[src/rtl/axi_lite_reg_slave.sv]
// AXI-lite register responder: NUM_REGS x 64-bit registers with strobed writes and a two-state read FSM.
// Optional macro AXIL_REG_SLV_ERR_RESP_EN makes out-of-range accesses return SLVERR instead of OKAY.
module axi_lite_reg_slave #(
  parameter int NUM_REGS = 16
) (
  input  logic        aclk,
  input  logic        arst_n,
  input  logic [63:0] aw_addr,
  input  logic        aw_valid,
  input  logic [3:0]  aw_id,
  input  logic [2:0]  aw_prot,
  output logic        aw_ready,
  input  logic [63:0] wdata,
  input  logic        wvalid,
  input  logic [8:0]  wstrb,
  output logic        wready,
  input  logic [63:0] ar_addr,
  input  logic        ar_valid,
  input  logic [3:0]  ar_id,
  input  logic [2:0]  ar_prot,
  output logic        ar_ready,
  output logic [63:0] rdata,
  output logic        rvalid,
  output logic [3:0]  rid,
  output logic [1:0]  rresp,
  input  logic        rready,
  output logic        bvalid,
  output logic [3:0]  bid,
  output logic [1:0]  bresp,
  input  logic        bready,
  output logic        r_state_dbg
);

  localparam int IDX_W = (NUM_REGS > 1) ? $clog2(NUM_REGS) : 1;
  localparam logic [63:0] SPAN = 64'(NUM_REGS) * 64'd8;

`ifdef AXIL_REG_SLV_ERR_RESP_EN
  localparam logic [1:0] OOR_RESP = 2'b10;
`else
  localparam logic [1:0] OOR_RESP = 2'b00;
`endif

  // Handshake protocol: a transfer happens on a rising edge where valid and ready are both high;
  // ready/valid outputs are registered and response payloads hold until the matching ready.
  typedef enum logic {R_IDLE = 1'b0, R_RESP = 1'b1} r_state_e;

  r_state_e    r_state_q, r_state_d;
  logic [63:0] regs_q [NUM_REGS];
  logic [63:0] regs_d [NUM_REGS];
  logic        aw_held_q, aw_held_d, w_held_q, w_held_d;
  logic [63:0] aw_addr_q, aw_addr_d, wdata_q, wdata_d;
  logic [3:0]  aw_id_q, aw_id_d;
  logic [7:0]  wstrb_q, wstrb_d;
  logic        aw_ready_q, aw_ready_d, wready_q, wready_d, ar_ready_q, ar_ready_d;
  logic        bvalid_q, bvalid_d, rvalid_q, rvalid_d;
  logic [3:0]  bid_q, bid_d, rid_q, rid_d;
  logic [1:0]  bresp_q, bresp_d, rresp_q, rresp_d;
  logic [63:0] rdata_q, rdata_d;
  logic [IDX_W-1:0] w_idx, r_idx;
  logic        unused_inputs;

  assign unused_inputs = ^{aw_prot, ar_prot, wstrb[8]};
  assign w_idx = aw_addr_d[3 +: IDX_W];
  assign r_idx = ar_addr[3 +: IDX_W];

  always_comb begin
    regs_d     = regs_q;
    aw_held_d  = aw_held_q;
    w_held_d   = w_held_q;
    aw_addr_d  = aw_addr_q;
    aw_id_d    = aw_id_q;
    wdata_d    = wdata_q;
    wstrb_d    = wstrb_q;
    bvalid_d   = bvalid_q;
    bid_d      = bid_q;
    bresp_d    = bresp_q;
    r_state_d  = r_state_q;
    rvalid_d   = rvalid_q;
    rid_d      = rid_q;
    rresp_d    = rresp_q;
    rdata_d    = rdata_q;

    if (aw_valid && aw_ready_q) begin
      aw_held_d = 1'b1;
      aw_addr_d = aw_addr;
      aw_id_d   = aw_id;
    end
    if (wvalid && wready_q) begin
      w_held_d = 1'b1;
      wdata_d  = wdata;
      wstrb_d  = wstrb[7:0];
    end
    if (bvalid_q && bready) bvalid_d = 1'b0;

    // Commit looks at the _d view so AW and W arriving together respond one cycle later.
    if (aw_held_d && w_held_d) begin
      aw_held_d = 1'b0;
      w_held_d  = 1'b0;
      bvalid_d  = 1'b1;
      bid_d     = aw_id_d;
      if (aw_addr_d < SPAN) begin
        bresp_d = 2'b00;
        for (int i = 0; i < 8; i++) begin
          if (wstrb_d[i]) regs_d[w_idx][8*i +: 8] = wdata_d[8*i +: 8];
        end
      end else begin
        bresp_d = OOR_RESP;
      end
    end

    case (r_state_q)
      R_IDLE: begin
        if (ar_valid && ar_ready_q) begin
          r_state_d = R_RESP;
          rvalid_d  = 1'b1;
          rid_d     = ar_id;
          if (ar_addr < SPAN) begin
            rdata_d = regs_q[r_idx];
            rresp_d = 2'b00;
          end else begin
            rdata_d = '0;
            rresp_d = OOR_RESP;
          end
        end
      end
      default: begin
        if (rready) begin
          r_state_d = R_IDLE;
          rvalid_d  = 1'b0;
        end
      end
    endcase

    aw_ready_d = !aw_held_d && !bvalid_d;
    wready_d   = !w_held_d && !bvalid_d;
    ar_ready_d = (r_state_d == R_IDLE);
  end

  always_ff @(posedge aclk or negedge arst_n) begin
    if (!arst_n) begin
      for (int i = 0; i < NUM_REGS; i++) regs_q[i] <= '0;
      aw_held_q  <= 1'b0;
      w_held_q   <= 1'b0;
      aw_addr_q  <= '0;
      aw_id_q    <= '0;
      wdata_q    <= '0;
      wstrb_q    <= '0;
      bvalid_q   <= 1'b0;
      bid_q      <= '0;
      bresp_q    <= '0;
      r_state_q  <= R_IDLE;
      rvalid_q   <= 1'b0;
      rid_q      <= '0;
      rresp_q    <= '0;
      rdata_q    <= '0;
      aw_ready_q <= 1'b0;
      wready_q   <= 1'b0;
      ar_ready_q <= 1'b0;
    end else begin
      regs_q     <= regs_d;
      aw_held_q  <= aw_held_d;
      w_held_q   <= w_held_d;
      aw_addr_q  <= aw_addr_d;
      aw_id_q    <= aw_id_d;
      wdata_q    <= wdata_d;
      wstrb_q    <= wstrb_d;
      bvalid_q   <= bvalid_d;
      bid_q      <= bid_d;
      bresp_q    <= bresp_d;
      r_state_q  <= r_state_d;
      rvalid_q   <= rvalid_d;
      rid_q      <= rid_d;
      rresp_q    <= rresp_d;
      rdata_q    <= rdata_d;
      aw_ready_q <= aw_ready_d;
      wready_q   <= wready_d;
      ar_ready_q <= ar_ready_d;
    end
  end

  assign aw_ready    = aw_ready_q;
  assign wready      = wready_q;
  assign ar_ready    = ar_ready_q;
  assign bvalid      = bvalid_q;
  assign bid         = bid_q;
  assign bresp       = bresp_q;
  assign rvalid      = rvalid_q;
  assign rid         = rid_q;
  assign rresp       = rresp_q;
  assign rdata       = rdata_q;
  assign r_state_dbg = r_state_q;

endmodule

[config.mk]
export PLATFORM = sky130hd
export DESIGN_NAME = axi_lite_reg_slave
export DESIGN_NICKNAME = d
export VERILOG_FILES = /design/src/rtl/axi_lite_reg_slave.sv
export SDC_FILE = /design/constraint.sdc
export NUM_CORES = 2
export LEC_CHECK = 0
export CORE_UTILIZATION = 45
export DETAILED_ROUTE_END_ITERATION = 10
export GPL_TIMING_DRIVEN = 0
export HOLD_SLACK_MARGIN = 0.08
export MAX_ROUTING_LAYER = met4
export PLACE_DENSITY = 0.71
export SYNTH_ARGS = -nofsm -noshare
export SYNTH_HDL_FRONTEND = slang
export SYNTH_SLANG_ARGS = --single-unit
[constraint.sdc]
create_clock -name aclk -period 3.7 [get_ports aclk]
set_clock_uncertainty 0.1 [all_clocks]
set_input_delay 0.555 -clock aclk [delete_from_list [all_inputs] [get_ports aclk]]
set_output_delay 0.555 -clock aclk [all_outputs]
set_load 0.05 [all_outputs]
# [After elaboration in Yosys (flattened, before gate mapping)]
# Index checks and enable logic that the tools add are counted.
[op_classes] add_sub_neg=0 n_mul=0 div_mod_pow=0 order_cmp=5 eq_ne=1 n_shift=0 muxes=66 bitwise_logic=4 reduce_logical=15
[ops] operator="1024-bit 2-to-1 mux" n=22
[ops] operator="1024-bit bitwise mux" n=8
[ops] operator="64-bit demux with 4-bit select" n=8
[ops] operator="64-bit 2-to-1 mux" n=6
[ops] operator="64-bit binary-select mux with 4-bit select" n=1
[ops] operator="64-bit by 8-bit < comparator with 1-bit output (second input constant)" n=2
[ops] operator="56-bit 2-to-1 mux" n=1
[ops] operator="48-bit 2-to-1 mux" n=1
[ops] operator="40-bit 2-to-1 mux" n=1
[ops] operator="32-bit 2-to-1 mux" n=1
[ops] operator="24-bit 2-to-1 mux" n=1
[ops] operator="16-bit 2-to-1 mux" n=1
[ops] operator="8-bit 2-to-1 mux" n=2
[ops] operator="1-bit 2-to-1 mux" n=12
[ops] operator="5-bit greater-or-equal comparator (second input constant)" n=2
[ops] operator="4-bit NOT with 5-bit output" n=2
[ops] operator="1-bit logical AND" n=8
[ops] operator="2-bit AND reduction" n=3
[ops] operator="5-bit by 1-bit < comparator with 1-bit output (second input constant)" n=1
[ops] operator="4-bit 2-to-1 mux" n=1
[ops] operator="1-bit logical NOT" n=3
[ops] operator="2-bit != test (second input constant)" n=1
[ops] operator="1-bit NOT" n=2
[ops] operator="2-bit nonzero test" n=1
[word_totals] ff_bits=1244 latchBits=0 ram_bits=0 rom_bits=0 input_bits=222 n_memories=0

# [Logic depth before layout (Yosys ltp)]
[depth] ltp_word=37 ltp_mapped=8 depth_no_buf=5

# [Worst setup path before layout]
# OpenSTA, ideal clock, no wires.
[synth_timing] path_kind="register to register" startpoint="register wready_q, in the netlist wready" endpoint="register regs_q[984] (netlist bit)" setup_ps=125 arrival_ps=2574 t_required_ps=3475 slack_ps=902 path_stages_with_launch=8 path_buffers=2 path_cell_list="dfrtp_1 and2_1 buf_2 o22ai_1 buf_2 nor2_1 nor4b_4 mux2_2"
[synth_via] elab_chain_cells=31
[synth_rtl] element="start, declared" line_no="54" source="logic aw_ready_q, aw_ready_d, wready_q, wready_d, ar_ready_q, ar_ready_d;"
[synth_rtl] element="start signal, assigned" line_no="176" source="wready_q <= wready_d;"
[synth_rtl] element="1-bit logical AND *" line_no="88" source="if (wvalid && wready_q) begin"
[synth_rtl] element="8-bit 2-to-1 mux" line_no="88"
[synth_rtl] element="1024-bit 2-to-1 mux" line_no="104" source="if (wstrb_d[i]) regs_d[w_idx][8*i +: 8] = wdata_d[8*i +: 8];"
[synth_rtl] element="1024-bit 2-to-1 mux" line_no="101" source="if (aw_addr_d < SPAN) begin"
[synth_rtl] element="1024-bit 2-to-1 mux" line_no="96" source="if (aw_held_d && w_held_d) begin"
[synth_rtl] element="1024-bit bitwise mux" line_no="104"
[synth_rtl] element="1024-bit 2-to-1 mux" line_no="104"
[synth_rtl] element="1024-bit 2-to-1 mux" line_no="101"
[synth_rtl] element="(+15 left out)"
[synth_rtl] element="1024-bit 2-to-1 mux" line_no="101"
[synth_rtl] element="1024-bit 2-to-1 mux" line_no="96"
[synth_rtl] element="1024-bit bitwise mux" line_no="104"
[synth_rtl] element="1024-bit 2-to-1 mux" line_no="104"
[synth_rtl] element="1024-bit 2-to-1 mux" line_no="101"
[synth_rtl] element="1024-bit 2-to-1 mux" line_no="96"
[synth_rtl] element="1024-bit bitwise mux" line_no="104"
[synth_rtl] element="1024-bit 2-to-1 mux" line_no="104"
[synth_rtl] element="end signal, assigned" line_no="160" source="regs_q <= regs_d;"
[synth_rtl] element="end, declared" line_no="48" source="logic [63:0] regs_q [NUM_REGS];"
# Mark *: on every way between the ends. The rest lies on a longest branch, timed or not. The select of a mux whose other input is x is not followed.
# A chain may end at the register's enable or synchronous reset.

# [Worst setup path after layout]
[layout_timing] startpoint="register aw_ready_q, in the netlist aw_ready" endpoint="register regs_q[180] (netlist bit)"
[layout_via] elab_chain_cells=34
[layout_rtl] element="start, declared" line_no="54"
[layout_rtl] element="start signal, assigned" line_no="175" source="aw_ready_q <= aw_ready_d;"
[layout_rtl] element="1-bit logical AND *" line_no="83" source="if (aw_valid && aw_ready_q) begin"
[layout_rtl] element="64-bit 2-to-1 mux" line_no="83"
[layout_rtl] element="4-bit NOT with 5-bit output (implied by the code)" line_no="104"
[layout_rtl] element="64-bit demux with 4-bit select" line_no="104"
[layout_rtl] element="1024-bit bitwise mux" line_no="104"
[layout_rtl] element="1024-bit 2-to-1 mux" line_no="104"
[layout_rtl] element="1024-bit 2-to-1 mux" line_no="101"
[layout_rtl] element="1024-bit 2-to-1 mux" line_no="96"
[layout_rtl] element="(+18 left out)"
[layout_rtl] element="1024-bit 2-to-1 mux" line_no="101"
[layout_rtl] element="1024-bit 2-to-1 mux" line_no="96"
[layout_rtl] element="1024-bit bitwise mux" line_no="104"
[layout_rtl] element="1024-bit 2-to-1 mux" line_no="104"
[layout_rtl] element="1024-bit 2-to-1 mux" line_no="101"
[layout_rtl] element="1024-bit 2-to-1 mux" line_no="96"
[layout_rtl] element="1024-bit bitwise mux" line_no="104"
[layout_rtl] element="1024-bit 2-to-1 mux" line_no="104"
# Marked as above.

==> flow_summary_export.csv <==
group,metric,value,unit
critical_path,crit_cells,8,
timing,final_hold_viol_count,0,
synth,synth.distinct_cells,42,
detailed_routing,wirelength,152,mm
min_path,hold-path-cell-count,3,
placement,gp_congestion,0.874,
detailed_routing,ant_nets,0,
clock_tree,cts_sinks,1241,
cells_and_area,areaGrowthSynthToFinish,17.4,%
timing,setup_violations,0,
pwr,ir_drop,0.000583,V
clock_tree,clk_pin_slew,60,ps
cells_and_area,layout.nets,4211,
min_path,min-delay-start,"ar_id[3]",
timing,fmax,277,MHz
cells_and_area,drive_gt1_frac,0.443,
die,initial_utilization,0.455,
pwr,total_power,34.5,mW
clock_tree,clk_latency,740,ps
critical_path,arrival,4110,ps
critical_path,path_cells,"and2_1 -> buf_2 -> nand4_1 -> o22ai_1 -> buf_2 -> buf_2 -> nand4_4 -> mux2_1",
die,fp.dieW,356,um
timing,drv_slew,0,
critical_path,crit_fanout,10,
die,rows,129,
pwr,combPwrFrac,0.175,
detailed_routing,drtIter0Drc,2592,
grt,grt_pass1_wl,230,mm
pwr,intPower,24.1,mW
cells_and_area,multi_input_area,24100,um^2
critical_path,rrSetupSlack,90,ps
critical_path,crit_path_start_kind,"flip-flop",
timing,grt_setup_unrepaired,"false",
die,ios,304,
timing,fin_ws,92.4,ps
placement,dp_slack,-844,ps
pwr,leakage,32.3,nW
status,violations,"DRC",
critical_path,max_stage_delay,560,ps
critical_path,crit_path_start,"aw_ready$_DFF_PN0_",
cells_and_area,post-route-util,0.534,
timing,period_needed,3610,ps
pwr,power_frac_clock,0.397,
critical_path,slowest_stage,"o22ai_1",
synth,yosys_warnings,0,
critical_path,crit_required,4200,ps
synth,netlist_instances,3538,
placement,port_buffers,282,
cells_and_area,layout_common_cells,"dfrtp_1, mux2_2, mux4_2",
clock_tree,cts_tree,"yes",
cells_and_area,regArea,31100,um^2
clock_tree,cts_buffer_depth,3,
synth,yosysSeqAreaShare,0.550,
detailed_routing,drt_pre_antenna_iters,11,
detailed_routing,via_count,33200,
cells_and_area,fill_cells,9969,
timing,tightest_slew,1320,ps
pwr,switching_share,0.301,
synth,netlist_area,56400,um^2
timing,whs,256,ps
critical_path,r2r_end,"regs_q[180]$_DFFE_PN0P_",
critical_path,cp_common_cell,"buf_2",
clock_tree,root_buffer,"clkbuf_16",
critical_path,crit_type,"reg -> reg",
die,die_h,356,um
die,dieArea,127000,um^2
grt,grt_pass1_vias,35500,
critical_path,timing.rr.start,"aw_ready$_DFF_PN0_",
pwr,p_per_area,520,nW/um^2
grt,overflow,0,
die,coreArea,124000,um^2
placement,dp_hpwl,101,mm
detailed_routing,drcViolationCount,9,
critical_path,worstRegToRegCells,8,
critical_path,cpLargestDelayFamily,"buffers and inverters",
grt,grt_usage,0.253,
min_path,hold_path.class,"in -> reg",
status,outcome,"finished with violations",
critical_path,path_buf_inv,3,
detailed_routing,wl_per_cell,26.5,um
grt,grt_max_degree,183,
synth,synth_area_per_cell,16.0,um^2
timing,finalCritPeriodShare,0.975,
synth,ys_seq_elements,1241,
pwr,p_seq_frac,0.427,
critical_path,endpoint_kind,"flip-flop",
clock_tree,htreeDepth,4,
detailed_routing,viasPerCell,5.79,
cells_and_area,layout_commonest_cell,"dfrtp_1",
flow_run,maxCapViolCount,0,
clock_tree,cts_buffers,134,
critical_path,endpoint,"regs_q[180]$_DFFE_PN0P_",
grt,antenna_found_initial,9,
timing,slew_headroom,0.119,
pwr,p_sw,10.4,mW
[synth_stat cells]
master / instances / share of area
clkbuf_1: 133 / 0.0088
inv_1: 77 / 0.0051
buf_6: 2 / 0.00040
buf_1: 12 / 0.00080
and2_1: 2 / 0.00022
a221oi_2: 1 / 0.00027
and4b_1: 2 / 0.00035
nand2_2: 1 / 0.00011
buf_2: 49 / 0.0043
o31a_1: 2 / 0.00031
nand3_1: 1 / 0.000089
mux2_1: 46 / 0.0092
nor4bb_1: 1 / 0.00018
o21a_1: 1 / 0.00013
nor2_1: 12 / 0.00080
a41oi_1: 1 / 0.00016
nand4_1: 31 / 0.0034
a31oi_1: 4 / 0.00044
nand4b_1: 2 / 0.00031
or2_2: 1 / 0.00011
nor4b_4: 8 / 0.0034
nand4_4: 100 / 0.038
mux2_2: 1046 / 0.21
conb_1: 1 / 0.000066
dfrtp_1: 1241 / 0.55
nor4_1: 39 / 0.0043
o22a_1: 1 / 0.00016
mux4_2: 320 / 0.13
and3_1: 1 / 0.00011
o22ai_1: 2 / 0.00022
and4_1: 2 / 0.00031
a211oi_2: 1 / 0.00022
a211oi_1: 2 / 0.00027
buf_4: 22 / 0.0029
nor2_2: 17 / 0.0019
a221o_1: 1 / 0.00018
or4_1: 1 / 0.00013
mux2i_1: 8 / 0.0014
nand2_1: 267 / 0.018
a21oi_1: 3 / 0.00027
o21ai_0: 68 / 0.0060
nor3_1: 6 / 0.00053
[cell families after synthesis]
| family | Yosys count | share of synthesized area |
|---|---|---|
| other cells | 1 | 0.0000664 |
| mux | 1420 | 0.347 |
| compound gates | 87 | 0.00865 |
| simple gates | 494 | 0.0717 |
| buf+inv | 295 | 0.0224 |
| flops | 1241 | 0.550 |
[stage by stage]
stage          TNS (ps)  cell area, um^2  instances
2_1_floorplan         0            56500       3541
3_3_place_gp          -            61300       5460
3_5_place_dp    -400750            61600       5469
4_1_cts               0            66200       5727
5_1_grt               0            66300       5738
6_report              0            66300       5738
[routing by layer]
metal	share of wire	track usage	vias to the layer above
met5	0	-	-
met4	0.034	0.0889	0
met2	0.48	0.388	898
li1	-	-	14100
met3	0.058	0.0575	288
met1	0.43	0.330	17900
[worst min-delay path by stage]
stage,endpoint
global placement,rvalid$_DFFE_PN0P_
floorplan,ar_ready$_DFF_PN0_
finish,rid[3]$_DFFE_PN0P_
CTS,rid[3]$_DFFE_PN0P_
global route,rid[3]$_DFFE_PN0P_
detailed placement,aw_id_q[0]$_DFF_PN0_
[power groups by stage]
stage          Combinational, mW  Clock, mW  Sequential (mW)
3_3_place_gp                5.83          0             15.1
4_1_cts                     6.07       13.9             14.7
2_1_floorplan               3.38          0             15.1
3_5_place_dp                6.03          0             15.0
5_1_grt                     6.57       14.5             14.8
6_report                    6.05       13.7             14.7
[registers in the layout, summed over array words and instances (netlist names)]
| signal | count |
|---|---|
| aw_ready | 1 |
| bid | 4 |
| bvalid | 1 |
| wstrb_q | 8 |
| w_held_q | 1 |
| aw_held_q | 1 |
| aw_addr_q | 61 |
| ar_ready | 1 |
| aw_id_q | 4 |
| r_state_dbg | 1 |
| rid | 4 |
| rdata | 64 |
| rvalid | 1 |
| wdata_q | 64 |
| regs_q | 1024 |
| wready | 1 |
[worst min-delay path, stage by stage]
cell             delay (ps)
clkdlybuf4s50_1         400
nand2_1                  50
nand2_1                  50
[final cells by class]
| type | count | area share |
|---|---|---|
| repair buffers | 312 | 0.0488 |
| clock buffers | 196 | 0.0596 |
| multi-input cells | 2005 | 0.364 |
| inverters | 77 | 0.00436 |
| diodes | 4 | 0.000151 |
| well taps | 1637 | 0.0309 |
| plain buffers | 218 | 0.0149 |
| flip-flops and latches | 1241 | 0.468 |
| clock inverters | 48 | 0.00868 |
[repair_timing]
item / CTS / global route
pin swaps: 13 / 7
endpoints found under the setup margin: 96 / 61
hold buffers: 1 / 0
cloned: 0 / 0
setup buffers: 13 / 7
hold endpoints to repair: 84 / 0
gates resized for setup: 0 / 1
Note: power is estimated with default switching activity, not from simulation.
